**config.mk**
```make
export PLATFORM = sky130hd
export DESIGN_NAME = i2c_regbank_slave_flat
export DESIGN_NICKNAME = d
export VERILOG_FILES = /design/src/rtl/i2c_regbank_slave_if.sv /design/src/rtl/i2c_regbank_slave.sv /design/src/flat_wrapper.sv
export SDC_FILE = /design/constraint.sdc
export NUM_CORES = 1
export LEC_CHECK = 0
export BUFFER_PORTS_ARGS = -buffer_cell sky130_fd_sc_hd__buf_2
export CAP_MARGIN = 20
export CORE_UTILIZATION = 52
export DETAILED_ROUTE_END_ITERATION = 16
export PLACE_DENSITY = 0.76
export SLEW_MARGIN = 10
export SYNTH_ARGS = -nofsm -noshare
export SYNTH_HDL_FRONTEND = slang
export SYNTH_SLANG_ARGS = --single-unit
```
**constraint.sdc**
```tcl
create_clock -name clk -period 2.45 [get_ports clk]
set_input_delay 0 -clock clk [delete_from_list [all_inputs] [get_ports clk]]
set_output_delay 0 -clock clk [all_outputs]
set_load 0.005 [all_outputs]
```
**src/rtl/i2c_regbank_slave_if.sv**
```systemverilog
// I2C bus lines seen by the register-bank target.
// scl_in/sda_in: raw lines; sda_out/sda_oe: open-drain pull-down.
`timescale 1ns/1ps
interface i2c_regbank_slave_if;
  logic scl_in;
  logic sda_in;
  logic sda_out;
  logic sda_oe;

  modport master (
    output scl_in,
    output sda_in,
    input  sda_out,
    input  sda_oe
  );

  modport slave (
    input  scl_in,
    input  sda_in,
    output sda_out,
    output sda_oe
  );
endinterface

```
**src/rtl/i2c_regbank_slave.sv**
```systemverilog
// I2C target with a pointer-addressed register bank plus status byte.
// Ports: clk, rst_n, bus (I2C lines), reg_flat, wr_strobe, status_in, busy.
`timescale 1ns/1ps
module i2c_regbank_slave #(
  parameter logic [6:0] I2C_ADDR = 7'h50,
  parameter int NUM_REGS = 8,
  parameter int FILT_LEN = 3,
  parameter logic [NUM_REGS*8-1:0] RESET_VALS = '0
) (
  input  logic                  clk,
  input  logic                  rst_n,
  i2c_regbank_slave_if.slave    bus,
  output logic [NUM_REGS*8-1:0] reg_flat,
  output logic [NUM_REGS-1:0]   wr_strobe,
  input  logic [7:0]            status_in,
  output logic                  busy
);

  typedef enum logic [3:0] {
    IDLE, ADDR, ADDR_ACK, PTR, PTR_ACK,
    WDATA, WACK, RDATA, RACK
  } state_t;

  localparam logic [7:0] NR8 = 8'(NUM_REGS);
  localparam logic [2:0] CMAX = 3'(FILT_LEN - 1);

  logic [1:0] scl_sy_q, sda_sy_q;
  logic       scl_f_q, sda_f_q;
  logic       scl_p_q, sda_p_q;
  logic [2:0] scl_cnt_q, sda_cnt_q;

  always_ff @(posedge clk or negedge rst_n) begin
    if (!rst_n) begin
      scl_sy_q  <= 2'b11;
      sda_sy_q  <= 2'b11;
      scl_f_q   <= 1'b1;
      sda_f_q   <= 1'b1;
      scl_p_q   <= 1'b1;
      sda_p_q   <= 1'b1;
      scl_cnt_q <= '0;
      sda_cnt_q <= '0;
    end else begin
      scl_sy_q <= {scl_sy_q[0], bus.scl_in};
      sda_sy_q <= {sda_sy_q[0], bus.sda_in};
      scl_p_q  <= scl_f_q;
      sda_p_q  <= sda_f_q;
      // a filtered line flips only after FILT_LEN differing samples
      if (scl_sy_q[1] == scl_f_q) begin
        scl_cnt_q <= '0;
      end else if (scl_cnt_q == CMAX) begin
        scl_f_q   <= scl_sy_q[1];
        scl_cnt_q <= '0;
      end else begin
        scl_cnt_q <= scl_cnt_q + 3'd1;
      end
      if (sda_sy_q[1] == sda_f_q) begin
        sda_cnt_q <= '0;
      end else if (sda_cnt_q == CMAX) begin
        sda_f_q   <= sda_sy_q[1];
        sda_cnt_q <= '0;
      end else begin
        sda_cnt_q <= sda_cnt_q + 3'd1;
      end
    end
  end

  logic scl_rise, scl_fall, start, stop;
  assign scl_rise = scl_f_q & ~scl_p_q;
  assign scl_fall = ~scl_f_q & scl_p_q;
  assign start = scl_f_q & scl_p_q & sda_p_q & ~sda_f_q;
  assign stop  = scl_f_q & scl_p_q & ~sda_p_q & sda_f_q;

  state_t               state_q;
  logic [2:0]           bitcnt_q;
  logic [6:0]           sh_q;
  logic [7:0]           rsh_q;
  logic [7:0]           ptr_q;
  logic                 rw_q;
  logic                 ackph_q;
  logic                 oe_q;
  logic                 busy_q;
  logic [NUM_REGS-1:0]  strb_q;
  logic [NUM_REGS*8-1:0] regs_q;

  logic [7:0] byte_w;
  logic       last_bit;
  logic [7:0] ptr_nxt;
  logic [7:0] rd_val;

  assign byte_w   = {sh_q, sda_f_q};
  assign last_bit = (bitcnt_q == 3'd7);
  // the status slot wraps to 0; beyond it wraps mod 256
  assign ptr_nxt  = (ptr_q == NR8) ? 8'd0 : ptr_q + 8'd1;

  always_comb begin
    rd_val = 8'hFF;
    if (ptr_q == NR8) rd_val = status_in;
    for (int i = 0; i < NUM_REGS; i++) begin
      if (ptr_q == 8'(i)) rd_val = regs_q[i*8 +: 8];
    end
  end

  always_ff @(posedge clk or negedge rst_n) begin
    if (!rst_n) begin
      state_q  <= IDLE;
      bitcnt_q <= '0;
      sh_q     <= '0;
      rsh_q    <= '0;
      ptr_q    <= '0;
      rw_q     <= 1'b0;
      ackph_q  <= 1'b0;
      oe_q     <= 1'b0;
      busy_q   <= 1'b0;
      strb_q   <= '0;
      regs_q   <= RESET_VALS;
    end else begin
      strb_q <= '0;
      if (start) begin
        state_q  <= ADDR;
        bitcnt_q <= '0;
        oe_q     <= 1'b0;
        ackph_q  <= 1'b0;
      end else if (stop) begin
        state_q <= IDLE;
        oe_q    <= 1'b0;
        busy_q  <= 1'b0;
        ackph_q <= 1'b0;
      end else if (scl_rise) begin
        unique case (state_q)
          ADDR: begin
            sh_q     <= byte_w[6:0];
            bitcnt_q <= bitcnt_q + 3'd1;
            if (last_bit) begin
              if (byte_w[7:1] == I2C_ADDR) begin
                busy_q  <= 1'b1;
                rw_q    <= byte_w[0];
                ackph_q <= 1'b0;
                state_q <= ADDR_ACK;
              end else begin
                state_q <= IDLE;
              end
            end
          end
          PTR: begin
            sh_q     <= byte_w[6:0];
            bitcnt_q <= bitcnt_q + 3'd1;
            if (last_bit) begin
              ptr_q   <= byte_w;
              ackph_q <= 1'b0;
              state_q <= PTR_ACK;
            end
          end
          WDATA: begin
            sh_q     <= byte_w[6:0];
            bitcnt_q <= bitcnt_q + 3'd1;
            if (last_bit) begin
              for (int i = 0; i < NUM_REGS; i++) begin
                if (ptr_q == 8'(i)) begin
                  regs_q[i*8 +: 8] <= byte_w;
                  strb_q[i]        <= 1'b1;
                end
              end
              ptr_q   <= ptr_nxt;
              ackph_q <= 1'b0;
              state_q <= WACK;
            end
          end
          ADDR_ACK: begin
            if (ackph_q && rw_q) rsh_q <= rd_val;
          end
          RDATA: begin
            rsh_q    <= {rsh_q[6:0], 1'b0};
            bitcnt_q <= bitcnt_q + 3'd1;
            if (last_bit) begin
              ptr_q   <= ptr_nxt;
              state_q <= RACK;
            end
          end
          RACK: begin
            if (!sda_f_q) begin
              rsh_q    <= rd_val;
              bitcnt_q <= '0;
              state_q  <= RDATA;
            end else begin
              state_q <= IDLE;
            end
          end
          default: ;
        endcase
      end else if (scl_fall) begin
        unique case (state_q)
          ADDR_ACK, PTR_ACK, WACK: begin
            if (!ackph_q) begin
              oe_q    <= 1'b1;
              ackph_q <= 1'b1;
            end else begin
              ackph_q  <= 1'b0;
              bitcnt_q <= '0;
              oe_q     <= 1'b0;
              if (state_q == ADDR_ACK && rw_q) begin
                oe_q    <= ~rsh_q[7];
                state_q <= RDATA;
              end else if (state_q == ADDR_ACK) begin
                state_q <= PTR;
              end else begin
                state_q <= WDATA;
              end
            end
          end
          RDATA:   oe_q <= ~rsh_q[7];
          RACK:    oe_q <= 1'b0;
          default: ;
        endcase
      end
    end
  end

  assign bus.sda_out = 1'b0;
  assign bus.sda_oe  = oe_q;
  assign busy        = busy_q;
  assign wr_strobe   = strb_q;
  assign reg_flat    = regs_q;

endmodule

```
**src/flat_wrapper.sv**
```systemverilog
// flat-port wrapper written by rule: the top's interface ports become plain ports
module i2c_regbank_slave_flat 
#(
  parameter logic [6:0] I2C_ADDR = 7'h50,
  parameter int NUM_REGS = 8,
  parameter int FILT_LEN = 3,
  parameter logic [NUM_REGS*8-1:0] RESET_VALS = '0
)
  (clk, rst_n, reg_flat, wr_strobe, status_in, busy, bus_scl_in, bus_sda_in, bus_sda_out, bus_sda_oe);
  i2c_regbank_slave_if bus_i ();
  input  logic clk;
  input  logic rst_n;
  output logic [NUM_REGS*8-1:0] reg_flat;
  output logic [NUM_REGS-1:0] wr_strobe;
  input  logic [7:0] status_in;
  output logic busy;
  input wire logic [$bits(bus_i.scl_in)-1:0] bus_scl_in;
  input wire logic [$bits(bus_i.sda_in)-1:0] bus_sda_in;
  output wire logic [$bits(bus_i.sda_out)-1:0] bus_sda_out;
  output wire logic [$bits(bus_i.sda_oe)-1:0] bus_sda_oe;
  assign bus_i.scl_in = bus_scl_in;
  assign bus_i.sda_in = bus_sda_in;
  assign bus_sda_out = bus_i.sda_out;
  assign bus_sda_oe = bus_i.sda_oe;
  i2c_regbank_slave #(.I2C_ADDR(I2C_ADDR), .NUM_REGS(NUM_REGS), .FILT_LEN(FILT_LEN), .RESET_VALS(RESET_VALS)) u_core (.clk(clk), .rst_n(rst_n), .bus(bus_i), .reg_flat(reg_flat), .wr_strobe(wr_strobe), .status_in(status_in), .busy(busy));
endmodule
```
==> results.yml <==
yosys:
  synth.top_cells.by_area: "dfrtp_1, mux2_2, dfstp_2"
  synth_async_sr_flop_share_pct: 100
  syn-num-nets: 582
  yosysUniqueCellTypes: 70
  ys_seq_area_share_pct: 48.8
  synth.top_cell.area_share_pct: 45.4
  synth_edf_count: 0
  synth_most_common_cell: "dfrtp_1"
  syn_inst: 561
  avgSynthCellArea_um2: 11.0
  yosys_warnings: 0
  synth_area_um2: 6170
  synth_top_area_cell: "dfrtp_1"
  ys_ff_latch: 120
  synth_top_cells_by_count: "dfrtp_1, mux2_2, o21ai_0"
  yosys_most_used_dff: "dfrtp_1"
drt:
  via_count: 5176
  wl_per_cell_um: 21.1
  drt_iter0_drc: 603
  wirelength_mm: 17.4
  drcViolationCount: 0
  ant_nets: 0
  drtPass1Iterations: 5
  routed_via_density: 6.27
clock_tree:
  cts.sinks: 120
  cts-root-buf: "clkbuf_16"
  cts_buffers: 17
  htree_num_levels: 4
  worstSkewPairLatency_ps: 410
  clkTransAtPathRegs_ps: 60
  clk_path_buf_depth: 2
  cts_tree: "yes"
die:
  die_x_um: 111
  core_um2: 11500
  die-height_um: 111
  initial_core_util_pct: 53.8
  rows: 39
  pin_count: 87
  die_area_um2: 12300
finish:
  multi_input_area_um2: 2930
  fillers: 899
  drive_above_1_share_pct: 38.7
  fin_nets: 690
  utilization_pct: 66.0
  regArea_um2: 3010
  diodes: 0
  finalNonFillerCells: 825
  syn_to_final_growth_pct: 22.6
pwr:
  ir_worst_vdd_mv: 0.672
  power.share.clock_pct: 42.8
  p_leak_nw: 3.74
  p_per_area_nw_per_um2: 748
  combPwrFrac_pct: 16.6
  swShare_pct: 28.4
  power_frac_seq_pct: 40.6
  power.internal_mw: 4.05
  totalPowerFinal_mw: 5.66
  p_sw_mw: 1.61
placed_design:
  dp_cells: 788
  dp_hpwl_mm: 12.2
  port_buffers: 85
  place_congestion: 0.899
grt:
  globalRouteOverflowTotal: 0
  grtUsageTotal_pct: 29.3
  grt_pass1_wl_mm: 27.7
  antenna_found_initial: 0
  grt_max_degree: 57
  grt_pass1_vias: 5066
hold_path:
  hp-class: "in -> async"
run:
  cap_violations: 0
sta:
  max_freq_mhz: 422
  rsz0062_at_grt: "false"
  worstMarginPinSlew_ps: 644
  setup_viol: 0
  skew_ps: 8.38
  relSlewSlack_pct: 56.9
  hold_violations: 0
  period_share_pct: 96.7
  period_minus_slack_ps: 2370
  final_max_slew_viol_count: 0
critical_path:
  crit_path_max_fanout: 7
  crit_required_ps: 2750
  critPathBufInv: 1
  slowest_stage: "dfstp_2"
  critical_path.top_delay_family: "simple AND/OR/NAND/NOR gates"
  critPathCaptureType: "flip-flop"
  start_kind: "flip-flop"
  crit_arrival_ps: 2670
  path_class: "reg -> reg"
  critical_path.max_stage_delay_ps: 580
  path_cells: "ha_1, nand3b_1, a211o_1, or4_4, buf_4, mux2_4"
run_status:
  status: "finished, final reports clean"
## state kept, by name, indices dropped and copies added, names as in the netlist, 2 cells and up
signal / flops
u_core.rsh_q: 8
u_core.reg_flat: 64
u_core.scl_sy_q: 2
u_core.sda_cnt_q: 3
u_core.bitcnt_q: 3
u_core.ptr_q: 8
u_core.state_q: 4
u_core.sh_q: 7
u_core.wr_strobe: 8
u_core.scl_cnt_q: 3
u_core.sda_sy_q: 2
## metal layers
| layer | vias up | GRT usage, % | wire length, µm |
|---|---|---|---|
| met3 | 29 | 7.60 | 1240 |
| met5 | - | 0 | 0 |
| li1 | 2299 | - | - |
| met2 | 261 | 45.3 | 8270 |
| met1 | 2587 | 40.4 | 7650 |
| met4 | 0 | 9.16 | 254 |
## cell families (layout without fill, tap and decap cells)
| kind of cell | Yosys count | after routing | synth area share (%) |
|---|---|---|---|
| AO/OA/AOI/OAI | 130 | 130 | 14.9 |
| XOR/XNOR | 5 | 5 | 0.710 |
| adder cells (fa/ha/maj) | 10 | 10 | 1.99 |
| buffers and inverters | 64 | 185 | 4.20 |
| flip-flops | 120 | 120 | 48.8 |
| multiplexers | 78 | 78 | 14.7 |
| other | 1 | 1 | 0.0608 |
| AND/OR/NAND/NOR | 153 | 153 | 14.7 |
## stage by stage
step	hold WS (ps)	instance area, µm²	setup TNS [ps]	setup WS, ps
after detailed placement	-27.2	6920	-109	-47.0
after global routing	107	7570	0	21.3
final	78.0	7570	0	80.9
after CTS	83.9	7530	0	48.5
after global placement	-34.3	6920	-5.62	-5.62
after floorplan	-296	6170	0	176
## timing repair
action                                 CTS  global route
setup endpoints to repair                5            16
hold buffers                             3             0
gates resized for setup                  1             5
endpoints found under the hold margin   83             0
pin swaps                                0             1
buffers inserted                         0             2
## power by group through the flow
stage / clock network, mW / logic [mW] / registers (mW)
floorplan: 0 / 0.576 / 2.27
global placement: 0 / 0.906 / 2.30
detailed placement: 0 / 0.931 / 2.32
CTS: 2.45 / 0.934 / 2.29
global route: 2.53 / 1.02 / 2.31
finish: 2.42 / 0.940 / 2.29
## cells in the final DEF (no fill, tap or decap), types with 8 or more instances in the layout
master,Yosys,layout
dfrtp_1,112,112
a221oi_1,8,8
nand3_1,19,19
buf_2,6,84
nor2b_1,10,10
mux2_2,66,66
or3b_2,8,8
dfstp_2,8,8
inv_1,25,25
mux2_4,8,8
a21oi_1,18,18
o21ai_0,30,30
nor3_1,10,10
clkbuf_16,0,17
o211ai_1,9,9
nand2_1,26,26
a31oi_1,10,10
nor2_1,26,26
buf_4,3,37
o221ai_1,15,15
## area by class of cell
| cell class | count | area share [%] |
|---|---|---|
| clock inverters | 7 | 0.860 |
| multi-input cells | 377 | 38.7 |
| well taps | 143 | 2.36 |
| clock buffers | 25 | 6.81 |
| inverters | 27 | 1.34 |
| repair buffers | 126 | 10.2 |
| flip-flops and latches | 120 | 39.8 |
## worst paths after layout
check	start	endpoint	slack, ps	cells past startpoint
setup reg to reg	u_core.scl_f_q$_DFFE_PN1P_	u_core.reg_flat[38]$_DFFE_PN0P_	80	6
max in group asynchronous	rst_n	u_core.sda_sy_q[0]$_DFF_PN1_	1530	3
min in group clk	status_in[7]	u_core.rsh_q[7]$_DFFE_PN0P_	160	5
setup / recovery	u_core.scl_f_q$_DFFE_PN1P_	u_core.reg_flat[38]$_DFFE_PN0P_	80	6
hold reg to reg	u_core.sda_sy_q[0]$_DFF_PN1_	u_core.sda_sy_q[1]$_DFF_PN1_	350	0
hold / removal	rst_n	u_core.sda_cnt_q[1]$_DFF_PN0_	80	2
(Power assumes the default switching activity.)
